--- config.mk ---
export PLATFORM = sky130hd
export DESIGN_NAME = apb_status_bank
export DESIGN_NICKNAME = d
export VERILOG_FILES = /design/src/rtl/apb_status_bank.sv
export SDC_FILE = /design/constraint.sdc
export NUM_CORES = 1
export LEC_CHECK = 0
export CAP_MARGIN = 5
export CORE_MARGIN = 2
export CORE_UTILIZATION = 44
export CTS_CLUSTER_SIZE = 30
export DETAILED_ROUTE_END_ITERATION = 16
export GPL_TIMING_DRIVEN = 0
export HOLD_SLACK_MARGIN = 0.02
export PLACE_DENSITY = 0.84
export SLEW_MARGIN = 40
export SYNTH_ARGS = -nofsm -noshare
export SYNTH_HDL_FRONTEND = slang
export SYNTH_SLANG_ARGS = --single-unit
--- constraint.sdc ---
create_clock -name PCLK -period 5.3 [get_ports PCLK]
set_input_delay 1.06 -clock PCLK [delete_from_list [all_inputs] [get_ports PCLK]]
set_output_delay 1.06 -clock PCLK [all_outputs]
set_load 0.01 [all_outputs]
--- src/rtl/apb_status_bank.sv ---
// apb_status_bank: APB status bank with one sticky bit per event channel.
// Event lines are synchronised and rising-edge detected. Each edge sets a
// write-1-to-clear STATUS bit and advances a saturating event counter.
// Optional feature macro: STATUS_IRQ_EN adds a MASK register and a
// registered IRQ output equal to |(STATUS & MASK).
//
// Ports:
//   PCLK, PRESET      clock, asynchronous active-high reset
//   PSEL, PENABLE,    APB control; PADDR is a byte address:
//   PWRITE, PADDR       0x0 STATUS (W1C), 0x4 MASK, 0x8 COUNT (write clears),
//                       0xC RAW (read-only)
//   PWDATA / PRDATA   write data / read data (PRDATA is zero outside ACCESS)
//   PREADY            tied high (zero wait states)
//   PSLVERR           error response during ACCESS
//   EVENT_IN          asynchronous event lines, one per channel
//   IRQ               interrupt (only with STATUS_IRQ_EN)
module apb_status_bank #(
  parameter int unsigned NUM_CH = 8,
  parameter int unsigned CNT_W  = 8
) (
  input  logic              PCLK,
  input  logic              PRESET,
  input  logic              PSEL,
  input  logic              PENABLE,
  input  logic              PWRITE,
  input  logic [3:0]        PADDR,
  input  logic [31:0]       PWDATA,
  output logic [31:0]       PRDATA,
  output logic              PREADY,
  output logic              PSLVERR,
  input  logic [NUM_CH-1:0] EVENT_IN
`ifdef STATUS_IRQ_EN
  ,
  output logic              IRQ
`endif
);

  localparam int unsigned EDGE_W  = 6;   // holds 0..32
  localparam int unsigned SUM_W   = 17;  // holds max count + max edges
  localparam int unsigned CNT_MAX = (1 << CNT_W) - 1;

  typedef enum logic [1:0] {
    ST_IDLE   = 2'd0,
    ST_SETUP  = 2'd1,
    ST_ACCESS = 2'd2
  } phase_t;

  phase_t              state;
  phase_t              next_state;
  logic [NUM_CH-1:0]   sync1;
  logic [NUM_CH-1:0]   sync2;
  logic [NUM_CH-1:0]   sync_prev;
  logic [NUM_CH-1:0]   edges;
  logic [NUM_CH-1:0]   status;
  logic [NUM_CH-1:0]   status_next;
  logic [NUM_CH-1:0]   w1c;
  logic [CNT_W-1:0]    count;
  logic [CNT_W-1:0]    count_next;
  logic [EDGE_W-1:0]   edge_cnt;
  logic [SUM_W-1:0]    count_sum;
  logic                access;
  logic                err;
  logic                wr_ok;
  logic [31:0]         rd_data;
  logic [31:0]         mask_rd;
  logic                unused_wdata;

  assign PREADY       = 1'b1;
  assign unused_wdata = ^PWDATA;
  assign edges        = sync2 & ~sync_prev;

  // APB phase tracking: only the cycle right after SETUP is a legal ACCESS.
  always_ff @(posedge PCLK or posedge PRESET) begin
    if (PRESET) state <= ST_IDLE;
    else        state <= next_state;
  end

  // Next phase plus access decode and error classification.
  always_comb begin
    next_state = ST_IDLE;
    access     = 1'b0;
    err        = 1'b0;
    wr_ok      = 1'b0;
    if (PSEL && !PENABLE)     next_state = ST_SETUP;
    else if (PSEL && PENABLE) next_state = ST_ACCESS;
    access = PSEL && PENABLE && !PRESET;
    err    = (PADDR[1:0] != 2'd0) || (state != ST_SETUP) ||
             (PWRITE && (PADDR[3:2] == 2'd3));
    wr_ok  = access && PWRITE && !err;
  end

  // Read mux; errored accesses return zero.
  always_comb begin
    rd_data = 32'd0;
    case (PADDR[3:2])
      2'd0:    rd_data = 32'(status);
      2'd1:    rd_data = mask_rd;
      2'd2:    rd_data = 32'(count);
      default: rd_data = 32'(sync2);
    endcase
    PRDATA  = (access && !err) ? rd_data : 32'd0;
    PSLVERR = access && err;
  end

  // W1C clears first, then this cycle's edges, so a coincident edge wins.
  always_comb begin
    w1c = '0;
    if (wr_ok && (PADDR[3:2] == 2'd0)) w1c = PWDATA[NUM_CH-1:0];
    status_next = (status & ~w1c) | edges;
  end

  // Saturating counter; a write to COUNT restarts from this cycle's edges.
  always_comb begin
    edge_cnt = '0;
    for (int unsigned i = 0; i < NUM_CH; i++) begin
      edge_cnt = edge_cnt + EDGE_W'(edges[i]);
    end
    count_sum = SUM_W'(edge_cnt);
    if (!(wr_ok && (PADDR[3:2] == 2'd2))) count_sum = count_sum + SUM_W'(count);
    count_next = (count_sum > SUM_W'(CNT_MAX)) ? CNT_W'(CNT_MAX) : CNT_W'(count_sum);
  end

  // Synchroniser, edge history, status and counter.
  always_ff @(posedge PCLK or posedge PRESET) begin
    if (PRESET) begin
      sync1     <= '0;
      sync2     <= '0;
      sync_prev <= '0;
      status    <= '0;
      count     <= '0;
    end else begin
      sync1     <= EVENT_IN;
      sync2     <= sync1;
      sync_prev <= sync2;
      status    <= status_next;
      count     <= count_next;
    end
  end

`ifdef STATUS_IRQ_EN
  logic [NUM_CH-1:0] mask;

  // Mask register and registered interrupt.
  always_ff @(posedge PCLK or posedge PRESET) begin
    if (PRESET) begin
      mask <= '0;
      IRQ  <= 1'b0;
    end else begin
      if (wr_ok && (PADDR[3:2] == 2'd1)) mask <= PWDATA[NUM_CH-1:0];
      IRQ <= |(status & mask);
    end
  end

  assign mask_rd = 32'(mask);
`else
  assign mask_rd = 32'd0;
`endif

endmodule

# Word-level counts from Yosys, hierarchy flattened
# Index checks and enable logic that the tools add are counted.
# Widths: inputs -> output; s select.
[classes]
addsub = 8
n_lt_le_gt_ge = 1
n_eq_ne = 4
n_mux = 7
bitwise_logic = 5
n_reduce_logical = 17
[ops]
columns = ["op", "count"]
rows = [
  ["$mux 32", 1],
  ["$pmux 8 s3", 1],
  ["$gt 17x8->1 const B", 1],
  ["$and 8x8->8", 2],
  ["$mux 8", 2],
  ["$not 8->8", 2],
  ["$add 6x1->6", 2],
  ["$logic_and 1x1->1", 10],
  ["$add 6x8->9", 1],
  ["$mux 9", 1],
  ["$or 8x8->8", 1],
  ["$add 5x1->6", 1],
  ["$add 4x1->5", 1],
  ["$add 3x1->4", 1],
  ["$eq 2x2->1 const B", 2],
  ["$mux 2", 2],
  ["$add 2x1->3", 1],
  ["$logic_not 1->1", 3],
  ["$add 1x1->2", 1],
  ["$eq 2x1->1 const B", 1],
  ["$logic_not 2->1", 1],
  ["$logic_or 1x1->1", 2],
  ["$ne 2x1->1 const B", 1],
  ["$reduce_bool 2->1", 1],
]
[word_totals]
ff_bits = 42
input_bits = 49
output_inout_bits = 34
elab_cells = 48

# Logic depth before layout (Yosys ltp)
# Gate-level depths: netlist of run 1.
[logic_depth]
word_depth = 13
mapped_depth = 15
ltp_nobuf = 15

# Worst setup path after synthesis of run 1
# No wires, ideal clock.
[synth_timing]
kind = "register -> register"
start = "register sync2[0]"
end = "register count[6]"
setup_ns = 0.144
t_arrival_ns = 4.038
required_time_ns = 5.156
slack_ns = 1.118
path_stages_with_launch = 15
path_buffers = 0
period_less_slack_ns = 4.182
cell_sequence = "dfrtp_1 -> nor2b_1 -> fa_1 -> inv_1 -> fa_1 -> fa_1 -> inv_1 -> ha_1 -> inv_1 -> fa_1 -> fa_1 -> nand2b_1 -> a21oi_1 -> nor4bb_1 -> nor3_1"
[synth_via]
elab_chain_len = 12
[synth_lines]
columns = ["element", "line", "source"]
rows = [
  ["from (decl)", "51", "logic [NUM_CH-1:0] sync2;"],
  ["from (signal assigned)", "133", "sync2 <= sync1;"],
  ["$and 8x8->8 *", "70", "assign edges = sync2 & ~sync_prev;"],
  ["$add 1x1->2 *", "116", "edge_cnt = edge_cnt + EDGE_W'(edges[i]);"],
  ["$add 2x1->3 *", "116", ""],
  ["$add 3x1->4 *", "116", ""],
  ["$add 4x1->5 *", "116", ""],
  ["$add 5x1->6 *", "116", ""],
  ["$add 6x1->6 * (2 in a row)", "116", ""],
  ["$add 6x8->9", "119", "if (!(wr_ok && (PADDR[3:2] == 2'd2))) count_sum = count_sum + SUM_W'(count);"],
  ["$mux 9 *", "119", ""],
  ["$gt 17x8->1", "120", "count_next = (count_sum > SUM_W'(CNT_MAX)) ? CNT_W'(CNT_MAX) : CNT_W'(count_sum);"],
  ["$mux 8 *", "120", ""],
  ["net count_next[6]", "58", "logic [CNT_W-1:0] count_next;"],
  ["to (signal assigned)", "136", "count <= count_next;"],
  ["to (decl)", "57", "logic [CNT_W-1:0] count;"],
]
# The timed path passes the listed nets; every way through them passes the cells marked *.

# Worst setup path after layout of run 1
[layout_timing]
start = "register sync2[0]"
end = "register count[0]"
# The elaborated chain is that of the path after synthesis.

==> results of run 1 <==
-- layer usage --
layer,GRT usage,up-vias
li1,-,755
met5,0,-
met2,0.272,50
met3,0.0352,4
met4,0.0595,0
met1,0.226,727
-- kinds of logic (layout without fill, tap and decap cells) --
logic type	count (synthesis)	in the layout
simple gates	60	60
buf+inv	43	83
flops	42	42
compound gates	35	35
fa+ha+maj	12	12
mux	6	6
other cells	2	25
xor+xnor	2	2
-- synth_stat cells --
| cell | n | area share |
|---|---|---|
| sky130_fd_sc_hd__nand2b_1 | 7 | 0.020 |
| sky130_fd_sc_hd__a21o_1 | 6 | 0.021 |
| sky130_fd_sc_hd__nand4_1 | 1 | 0.0029 |
| sky130_fd_sc_hd__buf_4 | 26 | 0.090 |
| sky130_fd_sc_hd__xnor2_1 | 2 | 0.0080 |
| sky130_fd_sc_hd__nor4bb_1 | 1 | 0.0046 |
| sky130_fd_sc_hd__dfrtp_1 | 42 | 0.48 |
| sky130_fd_sc_hd__o21ai_0 | 6 | 0.014 |
| sky130_fd_sc_hd__a22oi_1 | 10 | 0.034 |
| sky130_fd_sc_hd__nand2_1 | 15 | 0.026 |
| sky130_fd_sc_hd__a211oi_1 | 3 | 0.010 |
| sky130_fd_sc_hd__clkbuf_1 | 3 | 0.0052 |
| sky130_fd_sc_hd__nor4_1 | 1 | 0.0029 |
| sky130_fd_sc_hd__a21oi_1 | 1 | 0.0023 |
| sky130_fd_sc_hd__inv_1 | 14 | 0.024 |
| sky130_fd_sc_hd__or4b_4 | 1 | 0.0063 |
| sky130_fd_sc_hd__nor3_1 | 2 | 0.0046 |
| sky130_fd_sc_hd__fa_1 | 5 | 0.046 |
| sky130_fd_sc_hd__conb_1 | 2 | 0.0034 |
| sky130_fd_sc_hd__and3_1 | 1 | 0.0029 |
| sky130_fd_sc_hd__mux2_2 | 5 | 0.026 |
| sky130_fd_sc_hd__ha_1 | 7 | 0.040 |
| sky130_fd_sc_hd__mux2_4 | 1 | 0.0069 |
| sky130_fd_sc_hd__nor4_4 | 2 | 0.020 |
| sky130_fd_sc_hd__and2_1 | 1 | 0.0029 |
| sky130_fd_sc_hd__o2111ai_1 | 1 | 0.0040 |
| sky130_fd_sc_hd__nand3_1 | 2 | 0.0046 |
| sky130_fd_sc_hd__nor2_1 | 18 | 0.031 |
| sky130_fd_sc_hd__nand3b_1 | 2 | 0.0069 |
| sky130_fd_sc_hd__or3_1 | 1 | 0.0029 |
| sky130_fd_sc_hd__a21bo_2 | 4 | 0.018 |
| sky130_fd_sc_hd__a31oi_1 | 4 | 0.011 |
| sky130_fd_sc_hd__nor2b_1 | 5 | 0.014 |
-- worst paths after layout --
path | slack, ns | to | cells past startpoint
hold reg to reg | 0.35 | sync2[1] | 0
hold / removal | 0.35 | sync2[1] | 0
min in group asynchronous | 1.18 | state[1] | 2
setup reg to reg | 0.80 | count[0] | 14
max in group asynchronous | 3.76 | count[6] | 2
setup / recovery | 0.80 | count[0] | 14
-- power by group --
part | switching, mW | leakage, nW | total (mW) | internal (mW)
Combinational | 0.162 | 0.742 | 0.316 | 0.153
Clock | 0.107 | 0.0489 | 0.214 | 0.108
Sequential | 0.0294 | 0.463 | 0.392 | 0.362
Total | 0.298 | 1.25 | 0.922 | 0.623
-- final cells by class --
class                           count  area share
Clock inverter                      1     0.00317
Timing Repair Buffer               32       0.116
Inverter                           14      0.0199
Sequential cell                    42       0.380
Buffer                             29      0.0747
Tap cell                           67      0.0303
Multi-Input combinational cell    140       0.345
Clock buffer                        7      0.0312
-- worst max-delay path, stage by stage (launching register included) --
cell and delay [ns]:
sky130_fd_sc_hd__dfrtp_1 0.40, sky130_fd_sc_hd__nor2b_1 0.17, sky130_fd_sc_hd__fa_1 0.54, sky130_fd_sc_hd__inv_1 0.05
sky130_fd_sc_hd__fa_1 0.51, sky130_fd_sc_hd__fa_1 0.55, sky130_fd_sc_hd__inv_1 0.04, sky130_fd_sc_hd__ha_1 0.20
sky130_fd_sc_hd__inv_1 0.07, sky130_fd_sc_hd__fa_1 0.46, sky130_fd_sc_hd__fa_1 0.43, sky130_fd_sc_hd__nand2b_1 0.19
sky130_fd_sc_hd__a211oi_1 0.50, sky130_fd_sc_hd__nor2_1 0.10, sky130_fd_sc_hd__o21ai_0 0.21
-- through the flow --
stage               instance area (sq um)  hold slack (ns)  setup WS [ns]  total power [mW]
floorplan                            2260            0.331           1.12             0.633
global placement                     2670            0.332         0.0997             0.693
detailed placement                   2670            0.335          0.787             0.707
CTS                                  2770            0.353          0.772             0.924
global route                         2770            0.359          0.518             0.993
finish                               2770            0.351          0.801             0.922
-- flip-flops by register name (all words and copies together) (netlist names) --
register	count
sync_prev	8
state	2
sync2	8
status	8
sync1	8
count	8
==> run_results.csv, run 1 <==
group,metric,value,unit
timing,slew_headroom,0.577,
die,core_area,0.00475,sq mm
setup_path,timing.critical_path.required,5.50,ns
timing,finalClockSkew,0.00520,ns
layout,fillers,412,
cts,cts-buffers-inserted,5,
cts,post-cts-setup-buffer-count,0,
layout,area_delta_synth_final,27.0,%
grt,globalRoute.totalOverflow,0,
layout,finalNetCount,325,
setup_path,cp.arrival,4.70,ns
routing,route.top_layer_used,"met4",
routing,detail-route-antenna-nets,0,
placement,dpl.cell_count,324,
layout,seq_area,0.00105,sq mm
layout,final_common_cell,"sky130_fd_sc_hd__dfrtp_1",
cts,worst_setup_hold_path_clk_slew,0.08,ns
grt,grt_pass1_wl,6790,microns
setup_path,critical_path.reg2reg.startpoint,"sync2[0]",
timing,report.final.slew_viol_count,0,
synthesis,number_of_flip_flops_and_latches_in_the_synthesized_netlist,42,
layout,layout.core_utilization,0.582,
power_and_ir_drop,power_density_cells,333,mW/mm^2
timing,setup_total_negative_slack,0,ns
setup_path,worstSetupPathType,"flop to flop",
timing,max_freq,0.222,GHz
cts,tritoncts_clock_tree,"built",
synthesis,synth_top_family_by_area,"simple AND/OR/NAND/NOR gates",
routing,met3_wire_length,247,microns
setup_path,setup.worst_path.start_class,"flop",
timing,period_needed,4.50,ns
cts,cts_sinks,42,
power_and_ir_drop,power.ir.vdd_worst,0.214,mV
placement,place.gp.congestion,0.993,
routing,dr_wl_met2,2060,microns
die,die_y,74.3,microns
setup_path,cp-end-kind,"flop",
timing,setup_repair_after_global_routing_missed_its_margin,"false",
grt,antenna_violations_before_repair,0,
synthesis,synthAdderAreaFrac,0.0862,
routing,vias_per_cell,4.63,
cts,htree_num_levels,2,
placement,place.detailed.hpwl,3300,microns
grt,grt_pass1_vias,1455,
die,chip_width,74.3,microns
cts,clock-root-buffer,"sky130_fd_sc_hd__clkbuf_8",
synthesis,yosysSeqAreaShare,0.483,
synthesis,synth_cell_types,33,
layout,post_route_cells_drive_above_1_share,0.177,
cts,cts_buffer_depth,2,
layout,fin_cells,332,
timing,tightest_slew,0.630,ns
synthesis,proportion_of_synthesized_area_in_mux_cells,0.0328,
synthesis,syn_inst,202,
cts,clkLatencyLatePin,0.29,ns
hold_path,holdCritStartpoint,"sync1[1]",
routing,wl,4220,microns
die,die_area,0.00553,sq mm
cts,hold_buf_cts,0,
timing,hold_viol_final,0,
layout,multiInputGateArea,953,sq um
run_status,status,"complete, no violations",
die,boundaryPins,83,
synthesis,yosys_warnings,0,
die,floorplan.initialDensity,0.458,
cts,post_cts_resize_count,0,
layout,ant_diodes,0,
grt,pin_count_of_the_biggest_net_entering_global_routing,44,
placement,numPortBuffers,32,
routing,route.detailed.drc,0,
synthesis,synth_compound_gate_area_share,0.116,
die,floorplan.rows,25,
routing,avgRoutedWirePerCell,12.7,microns
job,timing.max_cap.violations,0,
power_and_ir_drop,cellLeakagePower,1.25,nW
routing,drc_marker_count_from_the_first_detailed_route_iteration,135,
hold_path,hold_path.class,"flop to flop",
routing,drt-met1-wl,1870,microns
routing,total_vias_in_the_final_route,1536,
synthesis,syn-mean-instance-area,10.8,sq um
timing,min_period_over_period,0.849,
synthesis,synth-simple-area-share,0.152,
setup_path,worst-path-max-fanout,4,
synthesis,post_synth_xor_area_fraction,0.00805,
layout,layout_common_cells,"sky130_fd_sc_hd__dfrtp_1 (42), sky130_fd_sc_hd__clkdlybuf4s50_1 (32), sky130_fd_sc_hd__buf_4 (26)",
routing,drt_pre_antenna_iters,4,
timing,finalSetupViolCount,0,
setup_path,critical_path.startpoint,"sync2[0]",
synthesis,synth.cell_area,0.00218,sq mm
grt,grt.total_usage,0.168,
No activity file was read; power rests on OpenSTA's default activity.
==> inputs of run 2 (changes only) <==
CORE_UTILIZATION = 40   (was 44)
PLACE_DENSITY = 0.81   (was 0.84)
clock period = 3.7 ns   (was 5.3 ns; I/O delays follow)
==> run 2 against run 1 <==
- the flow now finishes with violations (negative setup slack)
- sequential power rose by 47%
- total power grew 65%
- utilization up 0.33 points
- largest power group is now combinational cells
- sequential share of layout area shrank 3.3 points
- clock power increased by 36%
- critical path type unchanged
- via count is 2.7% higher
- largest cell class is now multi-input gates
- flip-flop and latch count is the same
- final area up 9.4%
- die area is 9.5% higher
- register-to-register slack worse by 1.1 ns
- setup slack got worse by 1.1 ns
- combinational power grew 110%
==> run_results.csv, run 2 (synthesis results as in run 1) <==
group,metric,value,unit
run_status,status,"finished with violations",
run_status,violations,"negative setup slack",
layout,finalNetCount,334,
placement,place.detailed.hpwl,3260,microns
setup_path,timing.critical_path.required,3.93,ns
routing,drc_marker_count_from_the_first_detailed_route_iteration,84,
layout,layout_common_cells,"sky130_fd_sc_hd__dfrtp_1 (42), sky130_fd_sc_hd__buf_4 (33), sky130_fd_sc_hd__clkdlybuf4s50_1 (32)",
setup_path,setup.worst_path.start_class,"flop",
setup_path,cp-end-kind,"flop",
layout,finish.instance_area,0.00303,sq mm
setup_path,critical_path.n_buffers_inverters,4,
timing,tightest_slew,0.663,ns
setup_path,worstSetupPathType,"flop to flop",
timing,period_needed,4.00,ns
layout,layout.core_utilization,0.585,
die,die_area,0.00605,sq mm
cts,tritoncts_clock_tree,"built",
grt,antenna_violations_before_repair,0,
die,boundaryPins,83,
grt,pin_count_of_the_biggest_net_entering_global_routing,44,
timing,max_freq,0.250,GHz
power_and_ir_drop,cellLeakagePower,1.35,nW
cts,htree_num_levels,2,
cts,cts_buffer_depth,2,
die,chip_width,77.8,microns
layout,post_route_cells_drive_above_1_share,0.299,
timing,min_period_over_period,1.08,
setup_path,critical-path-slowest-cell,"sky130_fd_sc_hd__fa_1",
grt,grt.total_usage,0.158,
layout,area_delta_synth_final,39.0,%
setup_path,critPathMaxStageDelay,0.51,ns
layout,fin_cells,344,
setup_path,critPathMostFrequentCell,"sky130_fd_sc_hd__fa_1",
placement,place.gp.congestion,0.982,
cts,cts_sinks,42,
layout,final_common_cell,"sky130_fd_sc_hd__dfrtp_1",
die,floorplan.initialDensity,0.421,
routing,vias_per_cell,4.58,
timing,worst_setup_slack_final,-0.300,ns
setup_path,regToRegSetupSlack,-0.30,ns
timing,slew_headroom,0.554,
placement,numPortBuffers,32,
cts,worst_setup_hold_path_clk_slew,0.08,ns
timing,finalClockSkew,0.00301,ns
hold_path,hold_path.class,"flop to flop",
placement,placed_area,0.00273,sq mm
cts,clkLatencyLatePin,0.29,ns
routing,drt_pre_antenna_iters,4,
setup_path,timing.critical_path.cells,"nor2b_4 > fa_1 > inv_1 > fa_1 > fa_1 > inv_1 > ha_2 > inv_2 > fa_2 > fa_2 > nand2b_4 > a211oi_4 > buf_4 > nor2_2 > o21ai_1",
timing,finalSetupViolCount,8,
timing,hold_viol_final,0,
cts,hold_buf_cts,0,
timing,fin_hold_ws,0.349,ns
routing,avgRoutedWirePerCell,13.1,microns
routing,detail-route-antenna-nets,0,
grt,grt_pass1_wl,7380,microns
die,floorplan.rows,26,
timing,setup_total_negative_slack,-2.26,ns
layout,ant_diodes,0,
placement,dpl.cell_count,327,
timing,report.final.slew_viol_count,0,
setup_path,crit_family,"adder cells",
die,die_y,77.8,microns
setup_path,worst-path-max-fanout,4,
routing,wl,4520,microns
layout,fillers,449,
die,core_area,0.00517,sq mm
timing,setup_repair_after_global_routing_missed_its_margin,"true",
routing,route.detailed.drc,0,
cts,clock-root-buffer,"sky130_fd_sc_hd__clkbuf_8",
job,timing.max_cap.violations,0,
grt,globalRoute.totalOverflow,0,
power_and_ir_drop,power.ir.vdd_worst,0.278,mV
power_and_ir_drop,power_density_cells,503,mW/mm^2
grt,grt_pass1_vias,1574,
cts,cts-buffers-inserted,5,
setup_path,cp.arrival,4.23,ns
routing,total_vias_in_the_final_route,1577,
==> run 2: metrics by stage <==
stage | setup slack (ns) | power, mW
floorplan | -0.251 | 0.968
global placement | -0.831 | 1.07
detailed placement | -0.478 | 1.09
CTS | -0.354 | 1.43
global route | -0.451 | 1.62
finish | -0.300 | 1.52
==> run 2: power by group <==
group          leakage (nW)  switching [mW]  internal (mW)  total, mW
clock network        0.0452           0.158          0.133      0.291
registers             0.463          0.0592          0.518      0.578
logic                 0.838           0.313          0.340      0.653
total                  1.35           0.530          0.991       1.52
==> run 2: area by class of cell <==
class | instances | area (sq um) | area share
clock buffer | 6 | 72.6 | 0.0240
tap | 70 | 87.6 | 0.0289
clock inverter | 2 | 13.8 | 0.00455
multi-input combinational | 140 | 1140 | 0.378
sequential | 42 | 1050 | 0.347
timing repair buffer | 41 | 395 | 0.131
inverter | 14 | 55.1 | 0.0182
buffer | 29 | 206 | 0.0682
==> run 2: what timing repair did <==
action	CTS	global route
cloned	0	0
setup endpoints to repair	16	16
resized for setup	5	20
pin swaps	7	5
setup buffers	6	3
==> run 2: final timing paths <==
check                            end  startpoint  cells after the start
max reg2reg                 count[0]    sync2[1]                     15
min                         sync2[6]    sync1[6]                      0
min in group asynchronous  status[0]      PRESET                      2
max                         count[0]    sync2[1]                     15
max in group asynchronous  status[2]      PRESET                      2
min reg2reg                 sync2[6]    sync1[6]                      0
==> run 2: per-layer routing <==
metal  share of wire  routed length [microns]  global-route usage  vias up
met1            0.42                     1920               0.206      750
met4           0.013                       58              0.0429        0
met5               0                        0                   0        -
li1                -                        -                   -      768
met3           0.061                      274              0.0419        6
met2            0.50                     2270               0.258       53
